<file path="src/rtl/oc_uart_rx.sv">
// oc_uart_rx: 16x-oversampling 8N1 UART receiver feeding a small byte FIFO.
// Latency: SyncStages cycles rx->rxS; a byte is written at the stop-bit tick-9 decision and rxValid rises on the next edge.
// Backpressure: rxReady pops the FIFO head combinationally; a byte arriving while the FIFO is full is dropped and flagged with errorOverrun.
//
// Optional feature macro: OC_UART_RX_BREAK_DETECT_EN (break frames pulse breakDetect instead of errorFrame).
//
// Ports:
//   clock        sole clock
//   reset        asynchronous active-low reset
//   rx           serial input, idle high
//   rxData       FIFO head byte (valid while rxValid)
//   rxValid      FIFO non-empty
//   rxReady      consumer accepts head when rxValid && rxReady
//   errorFrame   1-cycle pulse: stop bit sampled low
//   errorOverrun 1-cycle pulse: byte dropped because the FIFO was full
//   breakDetect  1-cycle pulse: all-zero frame with low stop bit (0 unless the macro is defined)
module oc_uart_rx #(
  parameter int ClockHz    = 100_000_000,
  parameter int Baud       = 115_200,
  parameter int FifoDepth  = 4,
  parameter int SyncStages = 2
) (
  input  logic       clock,
  input  logic       reset,
  input  logic       rx,
  output logic [7:0] rxData,
  output logic       rxValid,
  input  logic       rxReady,
  output logic       errorFrame,
  output logic       errorOverrun,
  output logic       breakDetect
);

  localparam int Div  = (ClockHz + 8 * Baud) / (16 * Baud);
  localparam int DivW = (Div > 1) ? $clog2(Div) : 1;
  localparam logic [DivW-1:0] DivLast = DivW'(Div - 1);
  localparam int AW   = (FifoDepth > 1) ? $clog2(FifoDepth) : 1;

  generate
    if (Div < 2) begin : g_div_check
      $error("oc_uart_rx: clock divider must be at least 2");
    end
    if (FifoDepth < 2 || (FifoDepth & (FifoDepth - 1)) != 0) begin : g_fifo_check
      $error("oc_uart_rx: FifoDepth must be a power of 2 and at least 2");
    end
    if (SyncStages < 2) begin : g_sync_check
      $error("oc_uart_rx: SyncStages must be at least 2");
    end
  endgenerate

  // ---------------------------------------------------------------- sync
  logic [SyncStages-1:0] sync_q;
  logic [SyncStages-1:0] primed_q;
  logic                  rx_s;
  logic                  sync_primed;

  // The sync chain resets to 1, so straight after reset rxS reads "idle"
  // even if the pin is low mid-frame. primed_q marks when every stage holds
  // a real pin sample; WaitIdle only trusts rxS from then on.
  always_ff @(posedge clock or negedge reset) begin
    if (!reset) begin
      sync_q   <= '1;
      primed_q <= '0;
    end else begin
      sync_q   <= {sync_q[SyncStages-2:0], rx};
      primed_q <= {primed_q[SyncStages-2:0], 1'b1};
    end
  end

  assign rx_s        = sync_q[SyncStages-1];
  assign sync_primed = primed_q[SyncStages-1];

  // ---------------------------------------------------------------- FSM
  typedef enum logic [2:0] {
    S_WAIT_IDLE,
    S_IDLE,
    S_START,
    S_DATA,
    S_STOP
  } state_t;

  state_t          state_q, state_d;
  logic [DivW-1:0] div_q, div_d;
  logic [3:0]      tick_q, tick_d;
  logic [2:0]      idx_q, idx_d;
  logic [7:0]      shreg_q, shreg_d;
  logic            s7_q, s7_d;
  logic            s8_q, s8_d;
  logic            maj;
  logic            active;
  logic            strobe;
  logic            push;
  logic            frame_fail;
  logic            is_break;
  logic            error_frame_q;
  logic            overrun_q;

  // Majority vote of the samples taken at the ends of ticks 7, 8 and the live value at tick 9.
  assign maj = (s7_q & s8_q) | (s7_q & rx_s) | (s8_q & rx_s);

  always_ff @(posedge clock or negedge reset) begin
    if (!reset) begin
      state_q <= S_WAIT_IDLE;
      div_q   <= '0;
      tick_q  <= '0;
      idx_q   <= '0;
      shreg_q <= '0;
      s7_q    <= 1'b1;
      s8_q    <= 1'b1;
    end else begin
      state_q <= state_d;
      div_q   <= div_d;
      tick_q  <= tick_d;
      idx_q   <= idx_d;
      shreg_q <= shreg_d;
      s7_q    <= s7_d;
      s8_q    <= s8_d;
    end
  end

  always_comb begin
    state_d    = state_q;
    div_d      = div_q;
    tick_d     = tick_q;
    idx_d      = idx_q;
    shreg_d    = shreg_q;
    s7_d       = s7_q;
    s8_d       = s8_q;
    push       = 1'b0;
    frame_fail = 1'b0;
    active     = (state_q == S_START) || (state_q == S_DATA) || (state_q == S_STOP);
    // strobe marks the last clock of the current tick; all per-tick actions happen there.
    strobe     = active && (div_q == DivLast);

    if (active) begin
      div_d = (div_q == DivLast) ? '0 : div_q + 1'b1;
      if (strobe) begin
        tick_d = tick_q + 4'd1;
        if (tick_q == 4'd7) s7_d = rx_s;
        if (tick_q == 4'd8) s8_d = rx_s;
      end
    end

    case (state_q)
      S_WAIT_IDLE: begin
        if (sync_primed && rx_s) state_d = S_IDLE;
      end
      S_IDLE: begin
        if (!rx_s) begin
          state_d = S_START;
          div_d   = '0;
          tick_d  = '0;
        end
      end
      S_START: begin
        if (strobe) begin
          if (tick_q == 4'd9 && maj) begin
            state_d = S_IDLE;
          end else if (tick_q == 4'd15) begin
            state_d = S_DATA;
            idx_d   = '0;
          end
        end
      end
      S_DATA: begin
        if (strobe) begin
          if (tick_q == 4'd9) shreg_d[idx_q] = maj;
          if (tick_q == 4'd15) begin
            if (idx_q == 3'd7) state_d = S_STOP;
            else               idx_d   = idx_q + 3'd1;
          end
        end
      end
      S_STOP: begin
        // Deciding at tick 9 leaves the rest of the stop bit for Idle to catch a back-to-back start edge.
        if (strobe && tick_q == 4'd9) begin
          if (maj) begin
            push    = 1'b1;
            state_d = S_IDLE;
          end else begin
            frame_fail = 1'b1;
            state_d    = S_WAIT_IDLE;
          end
        end
      end
      default: state_d = S_WAIT_IDLE;
    endcase
  end

`ifdef OC_UART_RX_BREAK_DETECT_EN
  assign is_break = frame_fail && (shreg_q == 8'h00);
`else
  assign is_break = 1'b0;
`endif

  // ---------------------------------------------------------------- FIFO
  logic [7:0] mem_q [FifoDepth];
  logic [AW:0] wr_q;
  logic [AW:0] rd_q;
  logic        full;
  logic        empty;
  logic        pop;
  logic        push_ok;
  logic        overrun;

  assign empty   = (wr_q == rd_q);
  assign full    = (wr_q[AW] != rd_q[AW]) && (wr_q[AW-1:0] == rd_q[AW-1:0]);
  assign pop     = !empty && rxReady;
  // A same-cycle pop frees a slot, so a push into a full FIFO still lands.
  assign push_ok = push && (!full || pop);
  assign overrun = push && full && !pop;

  always_ff @(posedge clock or negedge reset) begin
    if (!reset) begin
      wr_q <= '0;
      rd_q <= '0;
      for (int i = 0; i < FifoDepth; i++) mem_q[i] <= 8'h00;
    end else begin
      if (push_ok) begin
        mem_q[wr_q[AW-1:0]] <= shreg_q;
        wr_q                <= wr_q + 1'b1;
      end
      if (pop) rd_q <= rd_q + 1'b1;
    end
  end

  assign rxData  = mem_q[rd_q[AW-1:0]];
  assign rxValid = !empty;

  // ---------------------------------------------------------------- pulses
  always_ff @(posedge clock or negedge reset) begin
    if (!reset) begin
      error_frame_q <= 1'b0;
      overrun_q     <= 1'b0;
    end else begin
      error_frame_q <= frame_fail && !is_break;
      overrun_q     <= overrun;
    end
  end

  assign errorFrame   = error_frame_q;
  assign errorOverrun = overrun_q;

`ifdef OC_UART_RX_BREAK_DETECT_EN
  logic break_q;

  always_ff @(posedge clock or negedge reset) begin
    if (!reset) break_q <= 1'b0;
    else        break_q <= is_break;
  end

  assign breakDetect = break_q;
`else
  assign breakDetect = 1'b0;
`endif

endmodule

</file>
<file path="config.mk">
export PLATFORM = sky130hd
export DESIGN_NAME = oc_uart_rx
export DESIGN_NICKNAME = d
export VERILOG_FILES = /design/src/rtl/oc_uart_rx.sv
export SDC_FILE = /design/constraint.sdc
export NUM_CORES = 1
export LEC_CHECK = 0
export CAP_MARGIN = 20
export CORE_ASPECT_RATIO = 1.75
export CORE_MARGIN = 2
export CORE_UTILIZATION = 45
export CTS_CLUSTER_SIZE = 40
export DETAILED_ROUTE_END_ITERATION = 10
export PLACE_DENSITY_LB_ADDON = 0.1
export SLEW_MARGIN = 10
export SYNTH_ARGS = -nofsm -noshare
export SYNTH_HDL_FRONTEND = slang
export SYNTH_SLANG_ARGS = --single-unit
export TNS_END_PERCENT = 20
</file>
<file path="constraint.sdc">
create_clock -name clock -period 4.2 [get_ports clock]
set_clock_uncertainty 0.15 [all_clocks]
set_input_delay 0.84 -clock clock [delete_from_list [all_inputs] [get_ports clock]]
set_output_delay 0.84 -clock clock [all_outputs]
set_load 0.02 [all_outputs]
</file>
==> run summary, run 1 <==
all-layer global routing usage: 18.1%
I/O Buffers: 14
DP Cell Count: 347
crit path launch type: register
clk buf depth: 2
Nets: 288
VDD IR-drop max: 273 uV
cts bufs inserted: 9
WP data required: 3.21 ns
Detailed Routing Iterations Pass 1: 4
Die ar.: 0.00803 mm^2
drt drc: 0
critical path capture point type: output port
slew margin rel.: 41.4%
fin crit share: 77.6%
Hold WS: 0.200 ns
Yosys top cell by area: dfrtp_1
f_max: 0.307 GHz
Post-CTS Resized: 0
number of setup buffers added after CTS: 0
Seq/Total Area, Yosys: 53.5%
fin cells: 363
warning count from the yosys run: 0
synthesized area: 0.00329 mm^2
endpoints failing hold: 0
Wirelength per Cell: 16.7 um
Die Y: 117 um
WL final: 6.05 mm
Initial Utilization: 46.1%
Distinct cells, synth: 37
initial antenna violation count: 0
mean number of vias per cell: 5.42
WS Path Type: reg2out
crit-path max FO: 11
CTS sink count: 70
drt first-iter violations: 88
Placer Congestion: 0.765
largest net degree at the start of global routing: 71
Routed Antenna Nets: 0
leading register cell type out of synthesis: dfrtp_1
Setup-failing EPs final: 0
EDFF count, synth: 0
Root Buffer: clkbuf_16
share of post-route cells with drive strength above 1: 28.9%
CTS clk-pin slew, worst paths: 0.05 ns
R2R Setup Slk: 1.45 ns
hold crit path type: reg2reg
row count: 41
Tmin final: 3.26 ns
Synth top area share: 50.3%
remaining global-route overflow: 0
Pins Over Slew Limit: 0
dpl hpwl: 4.09 mm
number of synthesized register bits: 70
static leakage: 1.71 nW
first-pass GRT wire length: 10.2 mm
PD cells: 455 mW/mm^2
outcome: finished clean
I/O Pins: 16
CTS tree: yes
Clock H-tree levels: 3
setup tns final: 0 ns
Max Cap Viol: 0
vias in the first global route: 2,035
ys async rst share: 100%
Die Span X: 68.6 um
Mapped Nets: 270
Worst-Skew Late Latency: 0.33 ns
RSZ-0062 raised after global routing: false
routed vias: 1,966
fillers: 628
Layout area overhead: 15.2%
top cells by area, synth: dfrtp_1 50%, mux2_2 15%, mux4_2 5.5%
Gate Count Post-Synth: 254
Mean Syn Cell Area: 12.9 um^2
Core Box Area: 0.00713 mm^2
crit path DAT: 2.27 ns
worst-margin pin slew: 0.879 ns
Antenna Cells: 0
Hold Buf Count CTS: 0
[path summary, 6_finish.rpt]
path                        startpoint           to  cells after the start
max                            rd_q[0]    rxData[0]                      2
min                        primed_q[0]  primed_q[1]                      0
max reg2reg                   div_q[3]     mem_q[7]                      5
min reg2reg                primed_q[0]  primed_q[1]                      0
max in group asynchronous        reset     mem_q[0]                      2
min in group asynchronous        reset     div_q[3]                      2
[per-layer routing]
metal | GRT usage [%] | up-vias | routed length (um)
met5 | 0 | - | 0
met4 | 9.20 | 0 | 96
li1 | - | 943 | -
met2 | 30.3 | 18 | 3340
met1 | 20.6 | 998 | 2470
met3 | 5.26 | 7 | 152
[metrics by stage]
step	utilization [%]	setup WS, ns	total power, mW	area (um^2)
after global placement	49.1	1.25	1.01	3500
after floorplan	-	1.78	0.948	3290
after detailed placement	49.1	1.25	1.01	3500
after global routing	53.1	0.815	1.82	3780
final	53.1	0.940	1.72	3780
after CTS	53.1	0.875	1.75	3780
[synth_stat cells, drive strengths merged (2+ instances only)]
cell,count
nand3,6
nand4,5
nor2b,2
xnor2,11
a211oi,3
dfstp,4
nand4b,3
buf,2
o21ai,8
nor3,7
nand2,15
mux2,44
a211o,2
or3,2
inv,9
mux4,8
or3b,2
ha,12
nor2,16
xor2,4
conb,2
a21oi,4
clkbuf,6
nand3b,3
dfrtp,66
[layout by cell type (no fill, tap or decap), drive strengths merged, types with 2 or more instances in the layout]
cell type and instances:
nand4 5, conb 2, a21oi 4, ha 12, mux2 44, dfrtp 66, nand4b 3, nor3 7
dfstp 4, a211oi 3, clkinv 2, a211o 2, nor2 16, or3b 2, o21ai 8, nor2b 2
clkbuf 12, nand2 15, nand3 6, buf 2, xor2 4, xnor2 11, mux4 8, or3 2
nand3b 3, inv 9, clkdlybuf4s50 13
[power by group]
part | total, mW | switching (mW) | internal, mW
clock | 0.721 | 0.264 | 0.457
combinational | 0.210 | 0.121 | 0.0891
sequential | 0.792 | 0.0669 | 0.725
[worst max-delay path, stage by stage (launching register included)]
cell and delay, ns:
dfrtp_1 0.78, mux4_2 0.60, clkdlybuf4s50_1 0.55
[logic make-up (layout without fill, tap and decap cells)]
family          after synthesis  after routing  synth area share, %
mux                          52             52                 20.6
xor+xnor                     15             15                 4.00
buf+inv                      17             40                 2.09
fa+ha+maj                    13             13                 4.87
other cells                   2              2                0.229
flops                        70             70                 53.5
simple gates                 65             65                 10.4
compound gates               20             20                 4.34
[layout make-up]
type / instances / area, um^2 / area share, %
sequential: 70 / 1760 / 46.4
clock inverter: 4 / 47.5 / 1.26
tap: 86 / 108 / 2.84
multi-input combinational: 167 / 1460 / 38.6
timing repair buffer: 15 / 143 / 3.77
inverter: 9 / 33.8 / 0.893
clock buffer: 12 / 236 / 6.25
[sequential cells by signal, summed over array words and instances (netlist names)]
signal	flops
div_q	6
tick_q	4
sync_q	2
wr_q	3
primed_q	2
mem_q	32
s7_q	1
state_q	3
s8_q	1
rd_q	3
errorOverrun	1
shreg_q	8
idx_q	3
errorFrame	1
Note: power is estimated with default switching activity, not from simulation.
==> run 2, diff against run 1 <==
==> constraint.sdc (replaced) <==
create_clock -name clock -period 3 [get_ports clock]
set_clock_uncertainty 0.15 [all_clocks]
set_input_delay 0.6 -clock clock [delete_from_list [all_inputs] [get_ports clock]]
set_output_delay 0.6 -clock clock [all_outputs]
set_load 0.02 [all_outputs]
==> run summary, run 2 (synthesis results as in run 1) <==
outcome: finished clean
PD cells: 632 mW/mm^2
Nets: 296
clk buf depth: 2
PnR worst setup slack: 0.242 ns
Tmin final: 2.76 ns
design area: 0.00385 mm^2
Hold Buf Count CTS: 0
Layout area overhead: 17.2%
Setup WS pre-CTS: 0.359 ns
f_max: 0.363 GHz
Antenna Cells: 0
Wirelength per Cell: 16.4 um
most frequent cells in the layout: 66 x dfrtp_1, 44 x mux2_2, 16 x nor2_1
Routed Antenna Nets: 0
share of post-route cells with drive strength above 1: 31.3%
fin util: 54.0%
critical path capture point type: output port
RSZ-0062 raised after global routing: false
Die Y: 117 um
WS Path Type: reg2out
Die Span X: 68.6 um
Most flops, register: mem_q
drt drc: 0
fin crit share: 91.9%
all-layer global routing usage: 17.8%
Max Cap Viol: 0
endpoints failing hold: 0
CTS clk-pin slew, worst paths: 0.05 ns
Worst-Skew Late Latency: 0.32 ns
remaining global-route overflow: 0
I/O Buffers: 14
routed vias: 1,982
slew margin rel.: 63.3%
row count: 41
Core Box Area: 0.00713 mm^2
CTS sink count: 70
Clock H-tree levels: 3
crit-path max FO: 10
vias in the first global route: 2,173
Placer Congestion: 0.811
largest net degree at the start of global routing: 42
mean number of vias per cell: 5.36
CTS tree: yes
worst-margin pin slew: 0.546 ns
Initial Utilization: 46.1%
Regs by FF count: mem_q x32, shreg_q x8, div_q x6
drt first-iter violations: 53
fillers: 634
Die ar.: 0.00803 mm^2
static leakage: 1.75 nW
most common cell after layout, fill and taps aside: dfrtp_1
total power: 2.43 mW
Root Buffer: clkbuf_16
Detailed Routing Iterations Pass 1: 4
number of setup buffers added after CTS: 0
VDD IR-drop max: 322 uV
first-pass GRT wire length: 10.3 mm
crit path launch type: register
placed inst area: 0.00356 mm^2
cts bufs inserted: 9
Post-CTS Resized: 0
I/O Pins: 16
dpl hpwl: 4.40 mm
Setup-failing EPs final: 0
WL final: 6.06 mm
crit path DAT: 2.01 ns
WP data required: 2.25 ns
Pins Over Slew Limit: 0
initial antenna violation count: 0
R2R Setup Slk: 0.36 ns
Largest register FFs: 32
setup tns final: 0 ns
hold crit path type: in2async
## run 2: per-layer routing
layer / vias to the layer above / wire length, um / global-route usage, % / part of all wire (%)
li1: 951 / - / - / -
met1: 989 / 2450 / 20.9 / 40
met2: 29 / 3290 / 29.9 / 54
met3: 13 / 133 / 3.44 / 2.2
met4: 0 / 191 / 9.47 / 3.2
met5: - / 0 / 0 / 0
## run 2: report_power, final
| part | total [mW] | internal (mW) | switching, mW |
|---|---|---|---|
| clock | 1.02 | 0.658 | 0.360 |
| combinational | 0.311 | 0.135 | 0.176 |
| sequential | 1.10 | 1.02 | 0.0888 |
## run 2: layout make-up
type                            instances  area (um^2)  area share [%]
Inverter                                9         33.8           0.877
Sequential cell                        70         1760            45.6
Timing Repair Buffer                   23          203            5.26
Tap cell                               86          108            2.79
Clock buffer                           11          243            6.30
Multi-Input combinational cell        167         1460            37.9
Clock inverter                          4         47.5            1.23
## run 2: worst paths after layout
path / from / endpoint / cells after the start
min in group clock: primed_q[0] / primed_q[1] / 0
hold reg to reg: primed_q[0] / primed_q[1] / 0
max in group asynchronous: reset / s8_q / 2
setup reg to reg: tick_q[1] / shreg_q[2] / 8
setup / recovery: rd_q[0] / rxData[0] / 3
hold / removal: reset / wr_q[2] / 2
## run 2: critical path: stages, from the launching register on
cell and delay (ns):
dfrtp_1 0.36, buf_4 0.24, mux4_2 0.53, clkdlybuf4s50_1 0.55
## run 2: stage by stage
step	std cells	hold slack, ns
6_report	370	0.148
5_1_grt	370	0.182
2_1_floorplan	254	0.154
4_1_cts	370	0.155
3_5_place_dp	355	0.187
3_3_place_gp	355	0.185
==> run 3, diff against run 2 <==
--- a/config.mk
+++ b/config.mk
@@ -7,8 +7,8 @@
 export LEC_CHECK = 0
 export CAP_MARGIN = 20
 export CORE_ASPECT_RATIO = 1.75
-export CORE_MARGIN = 2
 export CORE_UTILIZATION = 45
+export CTS_BUF_LIST = sky130_fd_sc_hd__clkbuf_4 sky130_fd_sc_hd__clkbuf_8
 export CTS_CLUSTER_SIZE = 40
 export DETAILED_ROUTE_END_ITERATION = 10
 export PLACE_DENSITY_LB_ADDON = 0.1
@@ -16,4 +16,4 @@
 export SYNTH_ARGS = -nofsm -noshare
 export SYNTH_HDL_FRONTEND = slang
 export SYNTH_SLANG_ARGS = --single-unit
-export TNS_END_PERCENT = 20
+export TNS_END_PERCENT = 10
==> run summary, run 3 (synthesis results as in run 1) <==
drt drc: 0
dpl hpwl: 4.37 mm
critical path capture point type: output port
all-layer global routing usage: 19.8%
I/O Buffers: 14
fillers: 613
Detailed Routing Iterations Pass 1: 4
CP max stage delay: 0.55 ns
Tmin final: 2.82 ns
WL final: 6.23 mm
Antenna Cells: 0
drt first-iter violations: 88
number of setup buffers added after CTS: 0
Hold WS: 0.206 ns
RSZ-0062 raised after global routing: false
worst-margin pin slew: 0.531 ns
static leakage: 1.72 nW
f_max: 0.354 GHz
Setup-failing EPs final: 0
crit path DAT: 2.07 ns
first-pass GRT wire length: 10.9 mm
Worst-Skew Late Latency: 0.35 ns
Die Y: 115 um
slew margin rel.: 64.4%
Max Cap Viol: 0
clk buf depth: 2
Die ar.: 0.00766 mm^2
cts bufs inserted: 9
CTS clk-pin slew, worst paths: 0.07 ns
setup tns final: 0 ns
VDD IR-drop max: 381 uV
Initial Utilization: 47.2%
Pins Over Slew Limit: 0
CP cell instances: buf_4 > mux4_2 > clkdlybuf4s50_1
remaining global-route overflow: 0
I/O Pins: 16
fin crit share: 94.1%
WS Path Type: reg2out
mean number of vias per cell: 5.43
routed vias: 2,003
Critical-path top delay cell: clkdlybuf4s50_1
WP data required: 2.25 ns
PnR worst setup slack: 0.177 ns
endpoints failing hold: 0
beginning of the worst hold path: sync_q[0]
placed inst area: 0.00356 mm^2
crit-path max FO: 10
Layout area overhead: 14.6%
reg2reg start: tick_q[1]
total power: 2.14 mW
outcome: finished clean
PD cells: 567 mW/mm^2
Worst Setup SP: rd_q[0]
crit path launch type: register
Largest register FFs: 32
hold crit path type: reg2reg
most common cell after layout, fill and taps aside: dfrtp_1
Nets: 296
Routed Antenna Nets: 0
design area: 0.00377 mm^2
Core Box Area: 0.00696 mm^2
row count: 40
Placer Congestion: 0.857
Root Buffer: clkbuf_8
CTS tree: yes
Die Span X: 66.6 um
Regs by FF count: mem_q x32, shreg_q x8, div_q x6
vias in the first global route: 2,163
share of post-route cells with drive strength above 1: 31.6%
Wirelength per Cell: 16.9 um
most frequent cells in the layout: 66 x dfrtp_1, 44 x mux2_2, 16 x nor2_1
CTS sink count: 70
Most flops, register: mem_q
initial antenna violation count: 0
Clock H-tree levels: 3
largest net degree at the start of global routing: 47
Setup WS pre-CTS: 0.350 ns
-- run 3: changes by cell type in the layout (fill, tap and decap cells not counted), moves of 2 or more --
cell       change
clkbuf_8      +11
clkbuf_16      -9
clkbuf_4       +3
buf_4          -2
-- run 3: cell type report --
cell class / instances / area, um^2 / share of cell area, %
Clock buffer: 15 / 188 / 4.98
Timing Repair Buffer: 23 / 218 / 5.78
Multi-Input combinational cell: 167 / 1460 / 38.8
Tap cell: 84 / 105 / 2.79
Inverter: 9 / 33.8 / 0.897
Clock inverter: 1 / 5.00 / 0.133
Sequential cell: 70 / 1760 / 46.6
-- run 3: what timing repair did --
item	4_1_cts	5_1_grt
endpoints found under the setup margin	0	0
hold endpoints to repair	1	0
gates resized for setup	0	0
hold buffers	1	0
-- run 3: final timing paths --
path / end / slack [ns] / cells after the start
worst max-delay path: rxData[6] / 0.18 / 3
worst min-delay path: sync_q[1] / 0.21 / 0
worst max register to register: mem_q[16] / 0.42 / 7
worst min register to register: sync_q[1] / 0.21 / 0
max in group asynchronous: s7_q / 1.76 / 3
min in group asynchronous: div_q[0] / 0.44 / 2
-- run 3: critical path: cells and delay by family, from the launching register on --
family	cells	cell delay, ns
multiplexers	1	0.54
buffers and inverters	2	0.80
flip-flops	1	0.38
-- run 3: power by group --
part           internal (mW)  switching (mW)
Sequential              1.01          0.0920
Combinational          0.130           0.168
Clock                  0.395           0.338
-- run 3: through the flow --
step,instances,utilization (%)
3_5_place_dp,352,51.2
6_report,369,54.1
4_1_cts,369,54.1
2_1_floorplan,254,-
3_3_place_gp,352,51.2
5_1_grt,369,54.1
-- run 3: routing by layer --
metal  global-route usage (%)  routed length, um
met5                        0                  0
met4                     11.5                182
met3                     4.17                129
met2                     31.8               3340
met1                     24.1               2580
